$ cat src/rtl/disparity_select.sv
// Winner-take-all over GROUPS comparator-tree minima per pixel, tracking second-best for a uniqueness flag.
// One-entry result buffer; only the last beat of a pixel stalls on a full, unconsumed buffer.
module disparity_select #(
   parameter int WS_W        = 14,
   parameter int DISP_W      = 6,
   parameter int GROUPS      = 16,
   parameter int UNIQ_THRESH = 8
) (
   input  logic              clock,
   input  logic              reset,
   input  logic              in_valid,
   output logic              in_ready,
   input  logic [WS_W-1:0]   in_ws,
   input  logic [DISP_W-1:0] in_disp,
   output logic              out_valid,
   input  logic              out_ready,
   output logic [DISP_W-1:0] out_disparity,
   output logic [WS_W-1:0]   out_window_sum,
   output logic              out_unique
);

   localparam int GW = (GROUPS > 1) ? $clog2(GROUPS) : 1;

   logic [GW-1:0]     grp;
   logic [WS_W-1:0]   best_ws;
   logic [DISP_W-1:0] best_disp;
   logic [WS_W-1:0]   second_ws;

   logic              last_beat;
   logic              accept;
   logic [WS_W-1:0]   nxt_best_ws;
   logic [DISP_W-1:0] nxt_best_disp;
   logic [WS_W-1:0]   nxt_second_ws;
   logic [WS_W-1:0]   margin;

   assign last_beat = (grp == GW'(GROUPS - 1));
   assign in_ready  = !(out_valid && !out_ready && last_beat);
   assign accept    = in_valid && in_ready;

   // Strict less-than keeps the earlier beat on ties; the tied sum drops into second place.
   always_comb begin
      nxt_best_ws   = best_ws;
      nxt_best_disp = best_disp;
      nxt_second_ws = second_ws;
      if (grp == '0) begin
         nxt_best_ws   = in_ws;
         nxt_best_disp = in_disp;
         nxt_second_ws = '1;
      end else if (in_ws < best_ws) begin
         nxt_second_ws = best_ws;
         nxt_best_ws   = in_ws;
         nxt_best_disp = in_disp;
      end else if (in_ws < second_ws) begin
         nxt_second_ws = in_ws;
      end
   end

   assign margin = nxt_second_ws - nxt_best_ws;

   always_ff @(posedge clock or posedge reset) begin
      if (reset) begin
         grp            <= '0;
         best_ws        <= '0;
         best_disp      <= '0;
         second_ws      <= '0;
         out_valid      <= 1'b0;
         out_disparity  <= '0;
         out_window_sum <= '0;
         out_unique     <= 1'b0;
      end else begin
         if (accept) begin
            best_ws   <= nxt_best_ws;
            best_disp <= nxt_best_disp;
            second_ws <= nxt_second_ws;
            grp       <= last_beat ? '0 : grp + GW'(1);
         end
         if (accept && last_beat) begin
            out_valid      <= 1'b1;
            out_disparity  <= nxt_best_disp;
            out_window_sum <= nxt_best_ws;
            out_unique     <= (margin >= WS_W'(UNIQ_THRESH));
         end else if (out_valid && out_ready) begin
            out_valid <= 1'b0;
         end
      end
   end

endmodule

$ cat config.mk
export PLATFORM = sky130hd
export DESIGN_NAME = disparity_select
export DESIGN_NICKNAME = d
export VERILOG_FILES = /design/src/rtl/disparity_select.sv
export SDC_FILE = /design/constraint.sdc
export NUM_CORES = 1
export LEC_CHECK = 0
export BUFFER_PORTS_ARGS = -buffer_cell sky130_fd_sc_hd__buf_2
export CAP_MARGIN = 20
export CORE_ASPECT_RATIO = 1.25
export CORE_MARGIN = 5
export CORE_UTILIZATION = 60
export CTS_BUF_LIST = sky130_fd_sc_hd__clkbuf_4 sky130_fd_sc_hd__clkbuf_8
export CTS_CLUSTER_DIAMETER = 40
export DETAILED_ROUTE_END_ITERATION = 12
export GPL_ROUTABILITY_DRIVEN = 0
export HOLD_SLACK_MARGIN = 0.02
export PLACE_DENSITY = 0.82
export SLEW_MARGIN = 40
export SYNTH_ARGS = -nofsm -noshare
export SYNTH_HDL_FRONTEND = slang
export SYNTH_SLANG_ARGS = --single-unit
$ cat constraint.sdc
create_clock -name clock -period 8.3 [get_ports clock]
set_input_delay 0.83 -clock clock [delete_from_list [all_inputs] [get_ports clock]]
set_output_delay 0.83 -clock clock [all_outputs]
set_load 0.02 [all_outputs]
After elaboration in Yosys (flattened, before gate mapping)
Cells that the tools add are included.
- add/subtract/negate cells: 2
- magnitude comparators: 3
- equality and inequality tests: 1
- mux-type cells: 10
- reduce and logical (&&, ||, !) cells: 9
- operator list (cell ; count):
    2-to-1 mux 14 bit ; 5
    < comparator 14 bit ; 2
    greater-or-equal comparator 14 x 4 -> 1 bit (second input constant) ; 1
    subtractor 14 bit ; 1
    2-to-1 mux 6 bit ; 2
    logical AND 1 bit ; 5
    adder 4 x 1 -> 4 bit (second input constant) ; 1
    equality test 4 bit (second input constant) ; 1
    logical NOT 4 bit ; 1
    2-to-1 mux 4 bit ; 1
    logical NOT 1 bit ; 2
    2-to-1 mux 1 bit ; 2
    nonzero test 2 bit ; 1
- register bits after elaboration: 60
- input bits: 24
- output and inout bits: 23
- word-level logic and storage cells: 33

Logic depth before layout (Yosys ltp)
Gate-level depths: netlist of run 1.
- depth in word-level cells: 7
- depth in mapped cells: 23
- depth with buffers taken out: 21

Least setup slack after synthesis of run 1
Ideal clock, no wire load.
- path kind: input port to flip-flop
- start point: input in_ws[7]
- end point: register out_unique
- library setup time: 0.129 ns
- data arrival time: 4.716 ns
- required time: 8.171 ns
- setup slack: 3.455 ns
- cell stages on the path: 22
- path buffers: 2
- cell sequence: ha_1 a21oi_1 o21ai_0 a2111oi_0 o31ai_1 clkbuf_1 clkbuf_1 nand2_1 o21ai_0 nand2_1 o21ai_1 nand2_1 ha_1 o21ai_1 a21oi_2 o41ai_4 o21ai_2 o41ai_4 xnor2_1 or4_4 o32ai_1 a21oi_1
- longest elaborated chain between the ends: 6
- elaborated cells on any way between the ends: 9
- classes of those cells: 1 x add/sub; 3 x order compare; 5 x mux
- ends and longest elaborated chain (item ; line ; RTL):
    start: declaration ; 13 ; input logic [WS_W-1:0] in_ws,
    < comparator 14 bit ; 53 ; end else if (in_ws < second_ws) begin
    2-to-1 mux 14 bit ; 53 ;
    2-to-1 mux 14 bit * ; 49 ; end else if (in_ws < best_ws) begin
    2-to-1 mux 14 bit * ; 45 ; if (grp == '0) begin
    via nxt_second_ws[2] ; 33 ; logic [WS_W-1:0] nxt_second_ws;
    subtractor 14 bit * ; 58 ; assign margin = nxt_second_ws - nxt_best_ws;
    greater-or-equal comparator 14 x 4 -> 1 bit * ; 81 ; out_unique <= (margin >= WS_W'(UNIQ_THRESH));
    end signal: assignment ; 81 ;
    end: declaration ; 19 ; output logic out_unique
Mark *: on every way through the listed nets, which the timed path passes. The rest lies on a longest branch.
A chain may end at the register's enable or synchronous reset.

Final worst setup path of run 1
- start point: input in_ws[9]
- end point: register out_unique
- elaborated cells on any way between the ends: 9
- classes of those cells: 1 x add/sub; 3 x order compare; 5 x mux
- RTL lines (item ; line ; RTL):
    < comparator 14 bit ; 49 ;
    2-to-1 mux 14 bit ; 49 ;
    2-to-1 mux 14 bit ; 45 ;
    via nxt_best_ws[0] ; 31 ; logic [WS_W-1:0] nxt_best_ws;
    subtractor 14 bit ; 58 ;
    greater-or-equal comparator 14 x 4 -> 1 bit ; 81 ;
The timed path passes the listed nets, and every way through them passes these cells.

==> impl_results.md, run 1 <==
- Status: complete, no violations
- Avg Inst Size Synth: 8.59 sq um
- Number of global-route vias before repair: 3,295
- Yosys Warn Count: 0
- Ant. Diodes: 0
- WP buf/inv: 3
- Max-Cap Viols: 0
- Largest cells by area after synthesis: dfrtp_1, ha_1, nand2_1
- Slowest CP cell: or4_4
- Clock buffer depth: 2
- WL final: 9140 um
- Share of layout cells above drive strength 1: 18.1%
- Ys async rst share: 100%
- Pwr dens: 490 mW/mm^2
- Inserted Clock Buffers: 9
- Pin count of the biggest net entering global routing: 61
- Peak supply drop: 0.000250 V
- Gr usage total: 23.7%
- I/O Buffers: 46
- RSZ-0062 raised after global routing: false
- Fin crit share: 62.9%
- Area share of the largest cell type after synthesis: 37.8%
- Slew headroom: 54.5%
- HP Class: reg2reg
- # setup viols final: 0
- Startpoint Class: input port
- Seq cells post-synth: 60
- Slew Viols, Final: 0
- Core ar.: 0.00652 sq mm
- Cell-by-cell trace of the critical path: buf_2, ha_1, nand4_1, nor3_1, o31ai_1, a31oi_2, buf_4, and2_1, buf_4, mux2_1, ha_1, nand2b_4, a21oi_2, o41ai_4, o21ai_2, nor2_1, mux2i_4, or4_4, o32ai_1, a21oi_1
- DIE HEIGHT: 101 um
- Number of gates resized after cts: 0
- CTS tree: built
- Hold buffers post-CTS: 0
- Post-Syn Area: 0.00397 sq mm
- Final #Nets: 567
- H-tree Lvls: 3
- Initial DRC Count: 202
- Via density: 5.72
- Fillers: 529
- Clock sinks: 60
- Min Tclk post-route: 5220 ps
- Initial core utilization: 60.9%
- Drc violations: 0
- Die ar.: 0.00835 sq mm
- Worst-path maximum fanout: 31
- Crit-path max cell delay: 520 ps
- Post-synthesis sequential area ratio: 37.8%
- Clock skew: 6.73 ps
- Final hold violations: 0
- Cell variety after synth: 47
- Util after Layout: 69.0%
- EDFF count, synth: 0
- Setup CP Type: in2reg
- Crit path DAT: 5440 ps
- Die Span X: 82.8 um
- Vias: 3,399
- First-pass GRT wire length: 15,300 um
- Clock Pin Slew Worst Setup and Hold Paths: 70 ps
- Top_reg_cell synth: dfrtp_1
- Drt first pass iters: 5
- Mapped Cells: 462
- DRT antenna net count: 0
- Initial antenna violation count: 0
- WL/cell: 15.4 um
- Worst Path Required: 8520 ps
- Root buffer cell: clkbuf_8
- Commonest non-fill, non-tap cell in the layout: nand2_1
- Area grow syn2layout: 13.4%
- Top delay family on crit path: simple AND/OR/NAND/NOR gates
- Synth area leader: dfrtp_1
- Commonest cells after routing, fill and taps aside: nand2_1, dfrtp_1, buf_2, ha_1, o21ai_1
- Worst-margin pin slew: 678 ps
- IO Count: 47
- Syn nets: 527
- Clk_lat worst skew: 340 ps
- Row count: 33
- Worst setup EP type: flip-flop
- Hpwl dp: 6740 um
- Max frequency: 0.191 GHz
- Leakage power: 0.00223 uW
- Post-CTS setup repair buffer count: 0
- Setup TNS: 0 ps
- Gr ovfl total: 0
logic make-up (layout without fill, tap and decap cells):
kind of cell             after synthesis  count (layout)  share of synthesized area [%]
XOR/XNOR                               4               4                          0.883
multiplexers                          29              29                           7.88
AO/OA/AOI/OAI                        127             127                           19.6
buffers and inverters                 57             102                           5.48
AND/OR/NAND/NOR                      144             144                           15.4
adder cells (fa/ha/maj)               41              41                           12.9
flip-flops                            60              60                           37.8
power by group:
| part | internal, uW | switching (uW) |
|---|---|---|
| combinational | 578 | 828 |
| sequential | 426 | 88.8 |
| clock | 168 | 119 |
| total | 1170 | 1040 |
worst paths after layout:
check	start	end	slack (ps)	cells past startpoint
max	in_ws[9]	out_unique$_DFFE_PP0P_	3080	20
min	out_disparity[2]$_DFFE_PP0P_	out_disparity[2]$_DFFE_PP0P_	480	2
max reg2reg	best_ws[8]$_DFFE_PP0P_	out_unique$_DFFE_PP0P_	3250	20
min reg2reg	out_disparity[2]$_DFFE_PP0P_	out_disparity[2]$_DFFE_PP0P_	480	2
max in group asynchronous	reset	best_ws[7]$_DFFE_PP0P_	7300	3
min in group asynchronous	reset	grp[2]$_DFFE_PP0P_	620	3
synth_stat cells (4+ instances only):
master    count
dfrtp_1      60
nor2_1       32
mux2i_1      20
nor2b_1       4
o31ai_1       4
nand2_1      86
mux2_2        7
inv_1        33
nand2b_1      5
o21ai_1      40
nor3_1        4
o21ai_0      31
ha_1         41
clkbuf_1     21
a21oi_1      16
a31oi_1      14
flip-flops by register name, summed over array words and instances, names as in the netlist:
register        cells
best_disp           6
best_ws            14
out_valid           1
grp                 4
out_unique          1
out_disparity       6
out_window_sum     14
second_ws          14
per-layer routing:
layer	part of all wire (%)	GRT usage, %	up-vias
li1	-	-	1678
met1	43	29.5	1625
met2	51	40.7	85
met3	5.0	4.29	11
met4	1.4	7.92	0
met5	0	0	-
worst reg2reg max path: stages, from the launching register on:
cell      delay [ps]
dfrtp_1          400
inv_1             70
ha_1             290
nand4_1          140
nor3_1           210
o31ai_1          130
a31oi_2          140
buf_4            310
and2_1           380
buf_4            360
mux2_1           410
ha_1             190
nand2b_4         140
a21oi_2          240
o41ai_4          120
o21ai_2          240
nor2_1           120
mux2i_4          190
or4_4            520
o32ai_1          280
a21oi_1           60
through the flow:
step	total power [uW]	hold WS [ps]	std cells	worst slack (ps)	area (sq um)
after CTS	2200	486	594	3100	4500
final	2210	480	594	3080	4500
after global routing	2390	498	594	2820	4500
after global placement	1830	461	578	2820	4280
after floorplan	1590	459	462	3450	3970
after detailed placement	1890	471	578	2770	4280
layout make-up:
| cell class | count | area (sq um) | area share [%] |
|---|---|---|---|
| sequential | 60 | 1500 | 33.3 |
| clock buffer | 9 | 124 | 2.75 |
| tap | 87 | 109 | 2.42 |
| clock inverter | 7 | 91.3 | 2.03 |
| inverter | 33 | 124 | 2.75 |
| multi-input combinational | 345 | 2270 | 50.3 |
| timing repair buffer | 53 | 287 | 6.36 |
Note: power is estimated with default switching activity, not from simulation.
==> run 2: changes to the inputs <==
- ABC_AREA: default -> 1
- PLACE_DENSITY: 0.82 -> 0.81
- clock period: 8.3 -> 5.4 ns (I/O delays scaled with it)
==> impl_results.md, run 2 <==
- DIE HEIGHT: 106 um
- EDFF count, synth: 0
- Worst-margin pin slew: 579 ps
- Mapped Cells: 590
- Initial core utilization: 60.6%
- Min Tclk post-route: 3680 ps
- Setup CP Type: reg2reg
- H-tree Lvls: 3
- Die ar.: 0.00916 sq mm
- Crit path DAT: 3910 ps
- Count leader, synth: nand2_1
- Gr usage total: 23.4%
- Top flop regs: best_ws: 14 flops, out_window_sum: 14 flops, second_ws: 14 flops
- Commonest non-fill, non-tap cell in the layout: nand2_1
- Setup TNS: 0 ps
- Final #Nets: 695
- Worst Path Required: 5630 ps
- Worst-path maximum fanout: 15
- Ys async rst share: 100%
- Die Span X: 86.6 um
- Max-Cap Viols: 0
- First-pass GRT wire length: 17,200 um
- Initial DRC Count: 343
- Startpoint Class: flip-flop
- Final hold violations: 0
- Gr ovfl total: 0
- Area grow syn2layout: 10.9%
- Root buffer cell: clkbuf_8
- Synth top cells by count: nand2_1, inv_1, dfrtp_1, o21ai_0, ha_1
- I/O Buffers: 46
- Number of gates resized after cts: 0
- Max frequency: 0.271 GHz
- Via density: 5.47
- Number of global-route vias before repair: 3,758
- CTS tree: built
- Synth area leader: dfrtp_1
- Yosys Warn Count: 0
- Avg Inst Size Synth: 7.46 sq um
- WL final: 10,200 um
- Clock buffer depth: 2
- Share of layout cells above drive strength 1: 17.3%
- Area share of the largest cell type after synthesis: 34.1%
- WL/cell: 14.0 um
- Clock sinks: 60
- Post-synthesis sequential area ratio: 34.1%
- Seq cells post-synth: 60
- RSZ-0062 raised after global routing: false
- Row count: 35
- HP Class: in2async
- Post-Syn Area: 0.00440 sq mm
- Fin crit share: 68.2%
- # setup viols final: 0
- Fillers: 585
- Slew headroom: 61.4%
- Top_reg_cell synth: dfrtp_1
- Clk_lat worst skew: 340 ps
- Slew Viols, Final: 0
- Hpwl dp: 7720 um
- Syn nets: 655
- Vias: 3,983
- Cell variety after synth: 31
- DRT antenna net count: 0
- Drc violations: 0
- Clock Pin Slew Worst Setup and Hold Paths: 80 ps
- Hold buffers post-CTS: 0
- Initial antenna violation count: 1
- Post-CTS setup repair buffer count: 0
- Core ar.: 0.00727 sq mm
- Worst setup EP type: flip-flop
- Drt first pass iters: 6
- Commonest cells after routing, fill and taps aside: nand2_1, inv_1, o21ai_0, dfrtp_1, buf_2
- Fin Hold WS: 250 ps
- Pin count of the biggest net entering global routing: 45
- Largest cells by area after synthesis: dfrtp_1, nand2_1, ha_1
- Status: complete, no violations
- Inserted Clock Buffers: 9
- Clock skew: 13.9 ps
- IO Count: 47
-- run 2: path summary, 6_finish.rpt --
check / startpoint / to / slack [ps] / cells past startpoint
max: second_ws[13]$_DFFE_PP0P_ / out_unique$_DFFE_PP0P_ / 1720 / 20
min: reset / out_window_sum[12]$_DFFE_PP0P_ / 250 / 2
max reg2reg: second_ws[13]$_DFFE_PP0P_ / out_unique$_DFFE_PP0P_ / 1720 / 20
min reg2reg: out_window_sum[8]$_DFFE_PP0P_ / out_window_sum[8]$_DFFE_PP0P_ / 480 / 2
max in group asynchronous: reset / out_unique$_DFFE_PP0P_ / 4290 / 3
min in group clock: out_ready / out_valid$_DFFE_PP0P_ / 480 / 4
-- run 2: worst max-delay path, stage by stage (launching register included) --
cell and delay (ps):
dfrtp_1 360, inv_1 100, ha_1 260, a21oi_1 190, nand2_1 120, a21oi_4 380, nand2_4 220, o21ai_0 240
o221ai_2 140, ha_1 420, nand2_1 130, nor2_1 200, nand3_1 170, nand3_1 120, nand2_1 50, nand2_1 60
nand2_1 40, nor2_1 90, nand4_1 80, nor2_1 130, a21oi_2 70
-- run 2: layer usage --
| metal | wire, um | up-vias | share of wire, % | global-route usage (%) |
|---|---|---|---|---|
| met1 | 4570 | 1835 | 45 | 31.3 |
| met5 | 0 | - | 0 | 0 |
| li1 | - | 2009 | - | - |
| met3 | 552 | 19 | 5.4 | 3.52 |
| met2 | 4830 | 120 | 47 | 37.9 |
| met4 | 253 | 0 | 2.5 | 8.80 |
-- run 2: cells by family (layout without fill, tap and decap cells) --
group,after synthesis,in the layout,synth area share [%]
AOI/OAI and AO/OA,127,127,19.2
xor gates and xnor gates,4,4,0.796
adders and majority gates,41,41,11.7
buffers and inverters,108,153,10.3
DFF,60,60,34.1
muxes,6,6,1.36
other,0,1,0
and+or+nand+nor,244,244,22.7
-- run 2: per-stage QoR --
| step | area [sq um] | worst slack, ps | std cells | utilization, % |
|---|---|---|---|---|
| floorplan | 4400 | 2250 | 590 | - |
| global placement | 4650 | 1480 | 711 | 64.0 |
| detailed placement | 4650 | 1350 | 711 | 64.0 |
| CTS | 4870 | 1390 | 727 | 67.0 |
| global route | 4880 | 1360 | 728 | 67.2 |
| finish | 4880 | 1720 | 728 | 67.2 |
-- run 2: cell type report --
cell class / count / area (sq um) / share of cell area [%]
Sequential cell: 60 / 1500 / 30.8
Antenna cell: 1 / 2.50 / 0.0513
Multi-Input combinational cell: 422 / 2460 / 50.3
Timing Repair Buffer: 50 / 260 / 5.33
Inverter: 87 / 327 / 6.69
Tap cell: 92 / 115 / 2.36
Clock buffer: 10 / 131 / 2.69
Clock inverter: 6 / 88.8 / 1.82
Power of run 2 is left out: the tool's default activity adds up to more than one toggle a clock period on the data nets, which glitch-free logic cannot reach.
